`src/rtl/exu_wb_arb_pkg.sv`:
```
// Shared types for the execution-unit writeback arbiter: request struct,
// source priority encoding and the requester filter.
package exu_wb_arb_pkg;

  localparam int XLEN = 32;

  typedef struct packed {
    logic            valid;
    logic [4:0]      rd_addr;
    logic [XLEN-1:0] data;
  } wb_req_t;

  // Listed in descending priority; NONE marks an idle cycle.
  typedef enum logic [2:0] {
    WB_SRC_ALU  = 3'd0,
    WB_SRC_FIFO = 3'd1,
    WB_SRC_MUL  = 3'd2,
    WB_SRC_LSU  = 3'd3,
    WB_SRC_DIV  = 3'd4,
    WB_SRC_NONE = 3'd7
  } wb_src_e;

  // Writes to x0 are architecturally discarded, so they never compete.
  function automatic logic is_req(input wb_req_t r);
    return r.valid && (r.rd_addr != 5'd0);
  endfunction

endpackage

```
`src/rtl/dff_rst.sv`:
```
// Generic register with asynchronous active-low reset to a parameterised value.
module dff_rst #(
  parameter int           W       = 1,
  parameter logic [W-1:0] RST_VAL = {W{1'b0}}
) (
  input  logic         clk,
  input  logic         rst_n,
  input  logic [W-1:0] d,
  output logic [W-1:0] q
);

  // Plain storage element.
  always_ff @(posedge clk or negedge rst_n) begin
    if (!rst_n) begin
      q <= RST_VAL;
    end else begin
      q <= d;
    end
  end

endmodule

```
`src/rtl/exu_wb_arb_wb_fifo.sv`:
```
// Circular-buffer FIFO holding multiplier results that lost writeback
// arbitration. A push while full is accepted only if a pop frees a slot.
module wb_fifo #(
  parameter  int DEPTH = 4,
  parameter  int WIDTH = 37,
  localparam int AW    = $clog2(DEPTH),
  localparam int CW    = $clog2(DEPTH + 1)
) (
  input  logic             clk,
  input  logic             rst_n,
  input  logic             push,
  input  logic             pop,
  input  logic [WIDTH-1:0] wdata,
  output logic [WIDTH-1:0] rdata,
  output logic [CW-1:0]    count,
  output logic             full,
  output logic             empty
);

  logic [WIDTH-1:0] mem_r [DEPTH];
  logic [AW-1:0]    rd_ptr_r;
  logic [AW-1:0]    wr_ptr_r;
  logic [CW-1:0]    count_r;
  logic             do_push_s;
  logic             do_pop_s;

  assign empty     = (count_r == {CW{1'b0}});
  assign full      = (count_r == CW'(DEPTH));
  assign do_pop_s  = pop && !empty;
  assign do_push_s = push && (!full || do_pop_s);
  assign rdata     = mem_r[rd_ptr_r];
  assign count     = count_r;

  // Payload storage; contents are meaningless while count is zero.
  always_ff @(posedge clk) begin
    if (do_push_s) begin
      mem_r[wr_ptr_r] <= wdata;
    end else begin
      mem_r[wr_ptr_r] <= mem_r[wr_ptr_r];
    end
  end

  // Pointers wrap naturally because DEPTH is a power of two.
  always_ff @(posedge clk or negedge rst_n) begin
    if (!rst_n) begin
      rd_ptr_r <= {AW{1'b0}};
      wr_ptr_r <= {AW{1'b0}};
      count_r  <= {CW{1'b0}};
    end else begin
      if (do_push_s) begin
        wr_ptr_r <= wr_ptr_r + AW'(1);
      end else begin
        wr_ptr_r <= wr_ptr_r;
      end
      if (do_pop_s) begin
        rd_ptr_r <= rd_ptr_r + AW'(1);
      end else begin
        rd_ptr_r <= rd_ptr_r;
      end
      case ({do_push_s, do_pop_s})
        2'b10:   count_r <= count_r + CW'(1);
        2'b01:   count_r <= count_r - CW'(1);
        default: count_r <= count_r;
      endcase
    end
  end

endmodule

```
`src/rtl/exu_wb_arb.sv`:
```
// Writeback arbiter: fixed priority ALU > FIFO head > MUL > LSU > DIV onto one
// registered register-file write port, with multiplier overflow buffering.
module exu_wb_arb
  import exu_wb_arb_pkg::*;
#(
  parameter int DEPTH        = 4,
  parameter int STALL_THRESH = 2
) (
  input  logic            clk,
  input  logic            rst_n,
  input  logic [XLEN-1:0] alu_wb_data,
  input  logic [4:0]      alu_wb_rd_addr,
  input  logic            alu_wb_rd_wr_en,
  input  logic [XLEN-1:0] mul_wb_data,
  input  logic [4:0]      mul_wb_rd_addr,
  input  logic            mul_wb_valid,
  input  logic [XLEN-1:0] lsu_wb_data,
  input  logic [4:0]      lsu_wb_rd_addr,
  input  logic            lsu_wb_valid,
  output logic            lsu_wb_ready,
  input  logic [XLEN-1:0] div_wb_data,
  input  logic [4:0]      div_wb_rd_addr,
  input  logic            div_wb_valid,
  output logic            div_wb_ready,
  output logic            rf_wr_en,
  output logic [4:0]      rf_wr_addr,
  output logic [XLEN-1:0] rf_wr_data,
  output logic            mul_stall,
  output logic            wb_ovf
);

  localparam int FW = 5 + XLEN;
  localparam int CW = $clog2(DEPTH + 1);

  wb_req_t       alu_s, mul_s, lsu_s, div_s, head_s;
  logic          alu_req_s, fifo_req_s, mul_req_s, lsu_req_s, div_req_s;
  wb_src_e       grant_s;
  logic [4:0]    sel_addr_s;
  logic [XLEN-1:0] sel_data_s;
  logic          push_s, pop_s;
  logic [FW-1:0] head_raw_s;
  logic [CW-1:0] count_s, next_count_s;
  logic          full_s, empty_s;
  logic          ovf_now_s, stall_next_s, ovf_next_s;

  assign alu_s  = '{valid: alu_wb_rd_wr_en, rd_addr: alu_wb_rd_addr, data: alu_wb_data};
  assign mul_s  = '{valid: mul_wb_valid, rd_addr: mul_wb_rd_addr, data: mul_wb_data};
  assign lsu_s  = '{valid: lsu_wb_valid, rd_addr: lsu_wb_rd_addr, data: lsu_wb_data};
  assign div_s  = '{valid: div_wb_valid, rd_addr: div_wb_rd_addr, data: div_wb_data};
  assign head_s = '{valid: !empty_s, rd_addr: head_raw_s[FW-1:XLEN], data: head_raw_s[XLEN-1:0]};

  assign alu_req_s  = is_req(alu_s);
  assign fifo_req_s = is_req(head_s);
  assign mul_req_s  = is_req(mul_s);
  assign lsu_req_s  = is_req(lsu_s);
  assign div_req_s  = is_req(div_s);

  // x0 results are acknowledged immediately so the producer never stalls on them.
  assign lsu_wb_ready = lsu_s.valid &&
                        ((lsu_s.rd_addr == 5'd0) || !(alu_req_s || fifo_req_s || mul_req_s));
  assign div_wb_ready = div_s.valid &&
                        ((div_s.rd_addr == 5'd0) ||
                         !(alu_req_s || fifo_req_s || mul_req_s || lsu_req_s));

  // Priority select; MUL goes direct only when it cannot overtake buffered entries.
  always_comb begin
    grant_s    = WB_SRC_NONE;
    sel_addr_s = 5'd0;
    sel_data_s = {XLEN{1'b0}};
    if (alu_req_s) begin
      grant_s    = WB_SRC_ALU;
      sel_addr_s = alu_s.rd_addr;
      sel_data_s = alu_s.data;
    end else if (fifo_req_s) begin
      grant_s    = WB_SRC_FIFO;
      sel_addr_s = head_s.rd_addr;
      sel_data_s = head_s.data;
    end else if (mul_req_s && empty_s) begin
      grant_s    = WB_SRC_MUL;
      sel_addr_s = mul_s.rd_addr;
      sel_data_s = mul_s.data;
    end else if (lsu_req_s) begin
      grant_s    = WB_SRC_LSU;
      sel_addr_s = lsu_s.rd_addr;
      sel_data_s = lsu_s.data;
    end else if (div_req_s) begin
      grant_s    = WB_SRC_DIV;
      sel_addr_s = div_s.rd_addr;
      sel_data_s = div_s.data;
    end else begin
      grant_s    = WB_SRC_NONE;
    end
  end

  assign pop_s  = (grant_s == WB_SRC_FIFO);
  assign push_s = mul_req_s && (grant_s != WB_SRC_MUL);

  wb_fifo #(.DEPTH(DEPTH), .WIDTH(FW)) u_fifo (
    .clk   (clk),
    .rst_n (rst_n),
    .push  (push_s),
    .pop   (pop_s),
    .wdata ({mul_s.rd_addr, mul_s.data}),
    .rdata (head_raw_s),
    .count (count_s),
    .full  (full_s),
    .empty (empty_s)
  );

  // Occupancy after this cycle's push/pop, mirroring the FIFO's acceptance rule.
  always_comb begin
    next_count_s = count_s;
    case ({push_s && (!full_s || pop_s), pop_s})
      2'b10:   next_count_s = count_s + CW'(1);
      2'b01:   next_count_s = count_s - CW'(1);
      default: next_count_s = count_s;
    endcase
  end

  assign ovf_now_s    = push_s && full_s && !pop_s;
  assign ovf_next_s   = wb_ovf || ovf_now_s;
  assign stall_next_s = ((CW + 1)'(DEPTH) - {1'b0, next_count_s}) <= (CW + 1)'(STALL_THRESH);

  dff_rst #(.W(1))    u_en_q    (.clk(clk), .rst_n(rst_n), .d(grant_s != WB_SRC_NONE), .q(rf_wr_en));
  dff_rst #(.W(5))    u_addr_q  (.clk(clk), .rst_n(rst_n), .d(sel_addr_s),   .q(rf_wr_addr));
  dff_rst #(.W(XLEN)) u_data_q  (.clk(clk), .rst_n(rst_n), .d(sel_data_s),   .q(rf_wr_data));
  dff_rst #(.W(1))    u_stall_q (.clk(clk), .rst_n(rst_n), .d(stall_next_s), .q(mul_stall));
  dff_rst #(.W(1))    u_ovf_q   (.clk(clk), .rst_n(rst_n), .d(ovf_next_s),   .q(wb_ovf));

endmodule
```
`config.mk`:
```
export PLATFORM = sky130hd
export DESIGN_NAME = exu_wb_arb
export DESIGN_NICKNAME = d
export VERILOG_FILES = /design/src/rtl/exu_wb_arb_pkg.sv /design/src/rtl/dff_rst.sv /design/src/rtl/exu_wb_arb_wb_fifo.sv /design/src/rtl/exu_wb_arb.sv
export SDC_FILE = /design/constraint.sdc
export NUM_CORES = 1
export LEC_CHECK = 0
export ABC_AREA = 1
export CORE_MARGIN = 1.5
export CORE_UTILIZATION = 40
export DETAILED_ROUTE_END_ITERATION = 8
export PLACE_DENSITY = 0.71
export SKIP_CTS_REPAIR_TIMING = 1
export SYNTH_ARGS = -nofsm -noshare
export SYNTH_HDL_FRONTEND = slang
export SYNTH_SLANG_ARGS = --single-unit
```
`constraint.sdc`:
```
create_clock -name clk -period 5.26 [get_ports clk]
set_input_delay 1.052 -clock clk [delete_from_list [all_inputs] [get_ports clk]]
set_output_delay 1.052 -clock clk [all_outputs]
set_load 0.01 [all_outputs]
```
==> flow_metrics.env, run 1 <==
export IMPL_first_pass_iters=5
export IMPL_fmax_mhz=248
export IMPL_final_seq_area_sq_um=5620
export IMPL_r2r_setup_slack_ns=1.70
export IMPL_syn_nets=1032
export IMPL_tightest_slew_ns=1.12
export IMPL_r2r_end="u_stall_q.q"
export IMPL_endpoint_kind="output port"
export IMPL_final_antenna_net_count=0
export IMPL_combPwrFrac_pct=41.4
export IMPL_first_global_vias=6914
export IMPL_swShare_pct=37.2
export IMPL_dp_cells=1299
export IMPL_drive_above_1_share_pct=6.09
export IMPL_startpoint="alu_wb_rd_addr[2]"
export IMPL_p_sw_mw=2.16
export IMPL_num_rows=54
export IMPL_die_area_sq_um=23100
export IMPL_leakagePower_nw=4.39
export IMPL_grtUsageTotal_pct=21.3
export IMPL_rsz0062_at_grt="no"
export IMPL_holdWs_ns=0.487
export IMPL_layout_cells_non_filler=1332
export IMPL_setup_violations=0
export IMPL_clock_sinks=195
export IMPL_drtIter0Drc=549
export IMPL_grt_max_degree=76
export IMPL_ys_seq_elements=195
export IMPL_clockPowerShare_pct=20.4
export IMPL_grt_pass1_wl_um=38200
export IMPL_synth_cell_types=29
export IMPL_drc_errors=0
export IMPL_yosysSeqAreaShare_pct=63.3
export IMPL_io_buffers=195
export IMPL_worst_setup_path_start_kind="input pin"
export IMPL_start_util_pct=40.7
export IMPL_hold_path_class="flop to flop"
export IMPL_crit_arrival_ns=2.99
export IMPL_critPathRequiredTime_ns=4.21
export IMPL_path_class="input pin to output port"
export IMPL_core_area_sq_um=21800
export IMPL_r2r_start="u_fifo.rd_ptr_r[0]"
export IMPL_boundaryPins=196
export IMPL_routabilityCongestion=0.827
export IMPL_dp_hpwl_um=15200
export IMPL_max_cap_violations=0
export IMPL_syn_cell_area_sq_um=8870
export IMPL_hp_start="u_ovf_q.q"
export IMPL_relSlewSlack_pct=25.1
export IMPL_seq_power_share_pct=38.2
export IMPL_viasPerCell=5.30
export IMPL_tns_ns=0
export IMPL_avgSynthCellArea_sq_um=10.2
export IMPL_finClkSkew_ns=0.0108
export IMPL_endpoint="div_wb_ready"
export IMPL_tritoncts="done"
export IMPL_synthesis_instances=866
export IMPL_r2r_cells=19
export IMPL_clkLatencyLatePin_ns=0.44
export IMPL_die_h_um=152
export IMPL_fillerInstances=1901
export IMPL_vias=7064
export IMPL_maxSlewViolCount=0
export IMPL_period_share_pct=76.8
export IMPL_p_int_mw=3.65
export IMPL_status="finished, final reports clean"
export IMPL_clock_path_buffers=2
export IMPL_ir_worst_vdd_mv=0.266
export IMPL_period_needed_ns=4.04
export IMPL_path_clk_slew_ns=0.07
export IMPL_wl_per_cell_um=18.2
export IMPL_hold_depth=1
export IMPL_p_total_mw=5.82
export IMPL_hold_viol=0
export IMPL_final_nets=1204
export IMPL_h_tree_depth=4
export IMPL_dieWidth_um=152
export IMPL_area_growth_pct=30.9
export IMPL_root_buffer="clkbuf_16"
export IMPL_antenna_found_initial=1
export IMPL_multi_input_area_sq_um=2910
export IMPL_grt_overflow=0
export IMPL_routed_wirelength_um=24200
export IMPL_power_density_nw_per_um2=501
export IMPL_cts_made_buffers=17
export IMPL_path_max_fanout=12
export IMPL_synth_warnings=0
==> worst min-delay path by stage <==
| stage | to | slack, ns |
|---|---|---|
| final | u_ovf_q.q | 0.49 |
| after global routing | u_ovf_q.q | 0.53 |
| after CTS | u_ovf_q.q | 0.48 |
| after detailed placement | u_ovf_q.q | 0.46 |
| after global placement | u_ovf_q.q | 0.46 |
| after floorplan | u_fifo.count[0] | 0.47 |
==> routing by layer <==
metal | routed length, um | global-route usage, % | up-vias
met1 | 10200 | 27.1 | 3406
met4 | 536 | 7.95 | 0
met5 | 0 | 0 | -
met3 | 1250 | 3.76 | 38
met2 | 12200 | 36.5 | 228
li1 | - | - | 3392
==> critical path: stages <==
cell	delay, ns
clkdlybuf4s50_1	0.42
nor3_1	0.19
nand2_1	0.08
nand2_1	0.35
nand3_1	0.20
o22ai_1	0.15
clkdlybuf4s50_1	0.57
==> flip-flops by register name, summed over array words and instances, names as in the netlist <==
register	flops
u_fifo.mem_r	148
u_data_q.q	32
u_addr_q.q	5
u_fifo.count	3
u_fifo.rd_ptr_r	2
u_fifo.wr_ptr_r	2
u_en_q.q	1
u_ovf_q.q	1
u_stall_q.q	1
==> power by group through the flow <==
stage / combinational, mW / clock [mW] / sequential, mW
final: 2.41 / 1.19 / 2.22
after global routing: 2.67 / 1.27 / 2.26
after CTS: 2.43 / 1.21 / 2.22
after detailed placement: 2.42 / 0 / 2.25
after global placement: 2.38 / 0 / 2.25
after floorplan: 1.44 / 0 / 2.30
==> layout make-up <==
class	instances	area share, %
sequential	195	48.4
multi-input combinational	582	25.0
timing repair buffer	209	17.8
clock buffer	17	3.66
tap	280	3.02
inverter	33	1.07
clock inverter	15	0.937
antenna	1	0.0215
==> Yosys cell counts, drive strengths merged <==
library cell  instances  area, sq um
nand2               327         1240
edfxtp              148         4440
nand4                66          413
dfrtp                47         1180
o21ai                46          230
a21oi                36          180
inv                  33          124
a32o                 32          320
buf                  29          161
nand3                29          150
clkbuf               27          101
nor2                 20         80.1
ha                   12          150
xor2                  3         26.3
o211ai                2         15.0
o21bai                2         15.0
o22ai                 2         12.5
xnor2                 2         17.5
a31oi                 1         6.26
nor3                  1         5.00
o31ai                 1         7.51
==> metrics by stage <==
step | area, sq um | utilization, % | setup slack [ns]
final | 11600 | 53.2 | 1.22
after global routing | 11600 | 53.2 | 0.986
after CTS | 11600 | 53.2 | 1.25
after detailed placement | 11100 | 50.8 | 1.25
after global placement | 11100 | 50.8 | 1.25
after floorplan | 8870 | - | 1.37
==> cell usage in the layout (no fill, tap or decap), drive strengths merged <==
cell type        n
o22ai            2
clkinv           8
nand2          327
o31ai            1
a31oi            1
o21ai           46
o21bai           2
o211ai           2
xnor2            2
nor2            20
nand3           29
inv             37
ha              12
clkinvlp         3
buf             16
clkbuf          17
diode            1
xor2             3
edfxtp         148
clkdlybuf4s50  193
nor3             1
a21oi           36
nand4           66
dfrtp           47
a32o            32
==> kinds of logic after synthesis <==
kind of cell	synth area share, %
simple gates	21.2
flops	63.3
compound gates	8.87
buf+inv	4.36
fa+ha+maj	1.69
xor+xnor	0.494
No activity file was read; power rests on OpenSTA's default activity.
==> run 2: changes to the inputs <==
--- a/config.mk
+++ b/config.mk
@@ -9,7 +9,7 @@
 export CORE_MARGIN = 1.5
 export CORE_UTILIZATION = 40
 export DETAILED_ROUTE_END_ITERATION = 8
-export PLACE_DENSITY = 0.71
+export PLACE_DENSITY = 0.73
 export SKIP_CTS_REPAIR_TIMING = 1
 export SYNTH_ARGS = -nofsm -noshare
 export SYNTH_HDL_FRONTEND = slang
==> constraint.sdc (replaced) <==
create_clock -name clk -period 3.58 [get_ports clk]
set_input_delay 0.716 -clock clk [delete_from_list [all_inputs] [get_ports clk]]
set_output_delay 0.716 -clock clk [all_outputs]
set_load 0.01 [all_outputs]
==> run 2 against run 1 <==
Against the previous run:
- combinational power is 49% higher
- via count is 1.1% higher
- largest cell class unchanged
- utilization is 0.72 points higher
- clock power is 60% higher
- die area stayed put
- critical path type is now flop to output port
- sequential share of layout area is 0.65 points lower
- highest routed layer unchanged
- non-clock buffer count is 11 higher
- wire length is 2.6% higher
- register-to-register slack worse by 1.2 ns
==> flow_metrics.env, run 2 (synthesis results as in run 1) <==
export IMPL_final_cell_mix="323 x nand2_1, 193 x clkdlybuf4s50_1, 148 x edfxtp_1, 66 x nand4_1, 45 x dfrtp_1"
export IMPL_first_pass_iters=5
export IMPL_final_common_cell="nand2_1"
export IMPL_finClkSkew_ns=0.0119
export IMPL_grt_overflow=0
export IMPL_first_global_vias=7044
export IMPL_period_share_pct=94.2
export IMPL_final_seq_area_sq_um=5620
export IMPL_path_clk_slew_ns=0.07
export IMPL_hold_viol=0
export IMPL_dp_hpwl_um=16500
export IMPL_multi_input_area_sq_um=2910
export IMPL_tightest_slew_ns=0.731
export IMPL_r2r_cells=19
export IMPL_path_max_fanout=28
export IMPL_critPathRequiredTime_ns=2.86
export IMPL_grt_max_degree=45
export IMPL_clkLatencyLatePin_ns=0.43
export IMPL_root_buffer="clkbuf_16"
export IMPL_core_area_sq_um=21800
export IMPL_endpoint="div_wb_ready"
export IMPL_drc_errors=0
export IMPL_dieWidth_um=152
export IMPL_largest_reg_flops=148
export IMPL_start_util_pct=40.7
export IMPL_setup_violations=0
export IMPL_r2r_start="u_fifo.rd_ptr_r[0]"
export IMPL_area_growth_pct=32.6
export IMPL_boundaryPins=196
export IMPL_hold_path_class="input pin to asynchronous set/reset pin"
export IMPL_ir_worst_vdd_mv=0.274
export IMPL_vias=7144
export IMPL_viasPerCell=5.31
export IMPL_p_int_mw=5.57
export IMPL_io_buffers=195
export IMPL_leakagePower_nw=4.48
export IMPL_die_area_sq_um=23100
export IMPL_tns_ns=0
export IMPL_clock_sinks=195
export IMPL_swShare_pct=36.4
export IMPL_path_class="flop to output port"
export IMPL_routabilityCongestion=0.856
export IMPL_clockPowerShare_pct=21.7
export IMPL_die_h_um=152
export IMPL_wl_per_cell_um=18.5
export IMPL_cts_made_buffers=17
export IMPL_final_antenna_net_count=0
export IMPL_grt_pass1_wl_um=38300
export IMPL_endpoint_kind="output port"
export IMPL_holdWs_ns=0.252
export IMPL_tritoncts="done"
export IMPL_p_total_mw=8.76
export IMPL_top_register="u_fifo.mem_r"
export IMPL_drive_above_1_share_pct=7.25
export IMPL_rsz0062_at_grt="no"
export IMPL_worst_setup_path_start_kind="flop"
export IMPL_h_tree_depth=4
export IMPL_num_rows=54
export IMPL_relSlewSlack_pct=51.1
export IMPL_status="finished, final reports clean"
export IMPL_max_cap_violations=0
export IMPL_r2r_end="u_stall_q.q"
export IMPL_maxSlewViolCount=0
export IMPL_antenna_found_initial=3
export IMPL_fmax_mhz=297
export IMPL_routed_wirelength_um=24800
export IMPL_clock_path_buffers=2
export IMPL_grtUsageTotal_pct=21.5
export IMPL_final_nets=1215
export IMPL_fillerInstances=1905
export IMPL_top_regs="u_fifo.mem_r: 148 flops, u_data_q.q: 32 flops, u_addr_q.q: 5 flops"
export IMPL_period_needed_ns=3.37
export IMPL_combPwrFrac_pct=41.0
export IMPL_power_density_nw_per_um2=744
export IMPL_drtIter0Drc=514
export IMPL_p_sw_mw=3.19
export IMPL_r2r_setup_slack_ns=0.50
export IMPL_seq_power_share_pct=37.2
export IMPL_crit_arrival_ns=2.65
export IMPL_startpoint="u_fifo.rd_ptr_r[0]"
## run 2: how the worst min path moves through the flow
| stage | from | end | slack (ns) |
|---|---|---|---|
| after floorplan | rst_n | u_addr_q.q[0] | 0.42 |
| after CTS | rst_n | u_addr_q.q[1] | 0.26 |
| final | rst_n | u_addr_q.q[1] | 0.25 |
| after global routing | rst_n | u_addr_q.q[1] | 0.27 |
| after global placement | u_ovf_q.q | u_ovf_q.q | 0.46 |
| after detailed placement | u_ovf_q.q | u_ovf_q.q | 0.47 |
## run 2: worst max-delay path, cell delays in order, from the launching register on
cell,delay [ns]
dfrtp_2,0.47
buf_4,0.26
nand2_1,0.09
nand3_1,0.08
nand2_1,0.13
nand2_1,0.08
nor2_2,0.10
nand2_2,0.11
nand2_2,0.08
nand3_1,0.11
o22ai_1,0.17
clkdlybuf4s50_1,0.57
## run 2: area by class of cell
class                           instances  share of cell area (%)
Sequential cell                       195                    47.8
Multi-Input combinational cell        582                    24.7
Timing Repair Buffer                  220                    18.4
Clock buffer                           18                    3.73
Tap cell                              280                    2.98
Clock inverter                         14                    1.30
Inverter                               33                    1.05
Antenna cell                            3                  0.0638
## run 2: metrics by stage
stage	instances	setup slack, ns	area [sq um]	util, %
2_1_floorplan	866	0.0244	8870	-
3_3_place_gp	1310	0.316	11200	51.2
3_5_place_dp	1310	0.224	11200	51.2
4_1_cts	1342	0.204	11800	53.9
5_1_grt	1345	0.0751	11800	53.9
6_report	1345	0.209	11800	53.9
## run 2: metal layers
layer  wire, um  vias to the layer above  global-route usage [%]
met4        776                        0                    9.62
met1      10100                     3457                    26.2
met5          0                        -                       0
li1           -                     3420                       -
met2      12800                      222                    37.3
met3       1170                       45                    3.42
## run 2: power by group through the flow
stage                     Sequential [mW]  Combinational, mW  Clock (mW)
after floorplan                      3.38               2.12           0
after global placement               3.29               3.53           0
after detailed placement             3.31               3.61           0
after CTS                            3.26               3.62        1.94
after global routing                 3.31               4.00        2.02
final                                3.26               3.59        1.90
==> run 3: changes to the inputs <==
--- a/config.mk
+++ b/config.mk
@@ -6,6 +6,7 @@
 export NUM_CORES = 1
 export LEC_CHECK = 0
 export ABC_AREA = 1
+export CORE_ASPECT_RATIO = 1.4
 export CORE_MARGIN = 1.5
 export CORE_UTILIZATION = 40
 export DETAILED_ROUTE_END_ITERATION = 8
==> run 3 against run 2 <==
Against the previous run:
- first-iteration DRC count grew 3.5%
- clock power is essentially flat
- utilization grew 0.52 points
- final cell count grew 1.6%
- largest cell class unchanged
- via count grew 1.7%
- worst setup slack gained 0.0097 ns
- critical path type unchanged
- global-route usage grew 0.52 points
- register-to-register slack gained 0.18 ns
==> flow_metrics.env, run 3 (synthesis results as in run 1) <==
export IMPL_status="finished, final reports clean"
export IMPL_tns_ns=0
export IMPL_fmax_mhz=298
export IMPL_grt_pass1_wl_um=38000
export IMPL_crit_arrival_ns=2.65
export IMPL_final_nets=1222
export IMPL_rsz0062_at_grt="no"
export IMPL_h_tree_depth=4
export IMPL_hold_path_class="input pin to asynchronous set/reset pin"
export IMPL_critPathRequiredTime_ns=2.86
export IMPL_routed_wirelength_um=25000
export IMPL_critPathMaxStageDelay_ns=0.55
export IMPL_path_clk_slew_ns=0.08
export IMPL_num_rows=64
export IMPL_viasPerCell=5.32
export IMPL_critPathBufInv=2
export IMPL_leakagePower_nw=4.53
export IMPL_dieWidth_um=129
export IMPL_dp_hpwl_um=16600
export IMPL_grt_overflow=0
export IMPL_crit_chain="inv_2 -> nand2_1 -> nand3_1 -> nand2_1 -> nand2_1 -> nor2_2 -> nand2_2 -> nand2_2 -> nand3_1 -> a21oi_1 -> clkdlybuf4s50_1"
export IMPL_max_cap_violations=0
export IMPL_root_buffer="clkbuf_16"
export IMPL_power_density_nw_per_um2=747
export IMPL_worst_path_stages=11
export IMPL_endpoint_kind="output port"
export IMPL_io_buffers=195
export IMPL_critPathSlowestCell="clkdlybuf4s50_1"
export IMPL_relSlewSlack_pct=29.6
export IMPL_period_needed_ns=3.36
export IMPL_period_share_pct=93.9
export IMPL_finClkSkew_ns=0.0121
export IMPL_drive_above_1_share_pct=7.95
export IMPL_die_area_sq_um=23100
export IMPL_utilization_pct=54.5
export IMPL_top_register="u_fifo.mem_r"
export IMPL_worst_setup_path_start_kind="flop"
export IMPL_grtUsageTotal_pct=22.0
export IMPL_drtIter0Drc=532
export IMPL_startpoint="u_fifo.rd_ptr_r[0]"
export IMPL_clock_path_buffers=2
export IMPL_endpoint="lsu_wb_ready"
export IMPL_cp_top_family="simple AND/OR/NAND/NOR gates"
export IMPL_multi_input_area_sq_um=2910
export IMPL_r2r_end="u_stall_q.q"
export IMPL_r2r_setup_slack_ns=0.68
export IMPL_r2r_start="u_fifo.rd_ptr_r[0]"
export IMPL_start_util_pct=40.7
export IMPL_first_pass_iters=5
export IMPL_final_seq_area_sq_um=5620
export IMPL_path_max_fanout=14
export IMPL_largest_reg_flops=148
export IMPL_core_area_sq_um=21800
export IMPL_clkLatencyLatePin_ns=0.44
export IMPL_first_global_vias=7210
export IMPL_path_class="flop to output port"
export IMPL_antenna_found_initial=1
export IMPL_wl_per_cell_um=18.3
export IMPL_fillerInstances=1923
export IMPL_clock_sinks=195
export IMPL_grt_max_degree=43
export IMPL_worst_path_most_repeated_cell="nand2_1"
export IMPL_ir_worst_vdd_mv=0.472
export IMPL_maxSlewViolCount=0
export IMPL_drc_errors=0
export IMPL_tightest_slew_ns=1.05
export IMPL_final_antenna_net_count=0
export IMPL_tritoncts="done"
export IMPL_vias=7266
export IMPL_setup_violations=0
export IMPL_area_growth_pct=33.7
export IMPL_hold_viol=0
export IMPL_r2r_cells=19
export IMPL_boundaryPins=196
export IMPL_cts_made_buffers=17
export IMPL_die_h_um=179
export IMPL_top_regs="u_fifo.mem_r: 148 flops, u_data_q.q: 32 flops, u_addr_q.q: 5 flops"
export IMPL_final_cell_mix="323 x nand2_1, 193 x clkdlybuf4s50_1, 148 x edfxtp_1, 66 x nand4_1, 45 x dfrtp_1"
export IMPL_final_common_cell="nand2_1"
export IMPL_routabilityCongestion=0.821
[run 3: changes by cell type in the layout (fill, tap and decap cells not counted), sizes merged]
cell and delta:
buf +7, bufinv -1, clkinv -1, clkinvlp -2, diode -2, inv +4
[run 3: how the worst min path moves through the flow]
stage | to | slack (ns) | depth (start not counted) | start
after global placement | u_fifo.count[0] | 0.49 | 1 | u_fifo.count[0]
after floorplan | u_addr_q.q[0] | 0.42 | 0 | rst_n
after global routing | u_data_q.q[10] | 0.48 | 1 | rst_n
final | u_data_q.q[5] | 0.41 | 1 | rst_n
after CTS | u_data_q.q[5] | 0.43 | 1 | rst_n
after detailed placement | u_fifo.count[0] | 0.51 | 1 | u_fifo.count[0]
[run 3: layout make-up]
class                   instances  area share (%)
flip-flops and latches        195            47.4
multi-input cells             582            24.5
repair buffers                227            18.8
clock buffers                  18            3.70
well taps                     297            3.13
clock inverters                14            1.36
inverters                      33            1.04
diodes                          1          0.0211
[run 3: metal layers]
layer,vias up,share of wire (%),GRT usage (%)
li1,3432,-,-
met1,3510,38,24.9
met2,276,53,40.4
met3,48,5.6,4.00
met4,0,2.9,9.04
met5,-,0,0
[run 3: power by group]
part	total, mW	internal [mW]	switching (mW)
clock network	1.92	1.01	0.903
registers	3.26	3.06	0.204
logic	3.68	1.49	2.18
total	8.86	5.57	3.29
[run 3: stage by stage]
stage / cells / hold slack, ns / power (mW) / setup WS [ns] / cell area, sq um
2_1_floorplan: 866 / 0.420 / 5.50 / 0.0244 / 8870
3_3_place_gp: 1334 / 0.491 / 6.89 / 0.260 / 11300
3_5_place_dp: 1334 / 0.509 / 6.98 / 0.214 / 11300
4_1_cts: 1366 / 0.434 / 8.89 / 0.214 / 11900
5_1_grt: 1367 / 0.477 / 9.39 / 0.0663 / 11900
6_report: 1367 / 0.412 / 8.86 / 0.219 / 11900
[run 3: worst reg2reg max path, stage by stage (launching register included)]
cell and delay [ns]:
dfrtp_2 0.52, inv_2 0.22, nand2_1 0.08, nand3_1 0.07, nand2_1 0.10, nand2_1 0.09, nor2_2 0.04, nand2_2 0.12
nand3_2 0.09, nand2_1 0.15, nand2_1 0.08, ha_1 0.29, inv_1 0.13, o211ai_1 0.11, o21ai_0 0.11, inv_1 0.09
ha_1 0.28, inv_1 0.03, o21ai_0 0.14, nor2_1 0.06
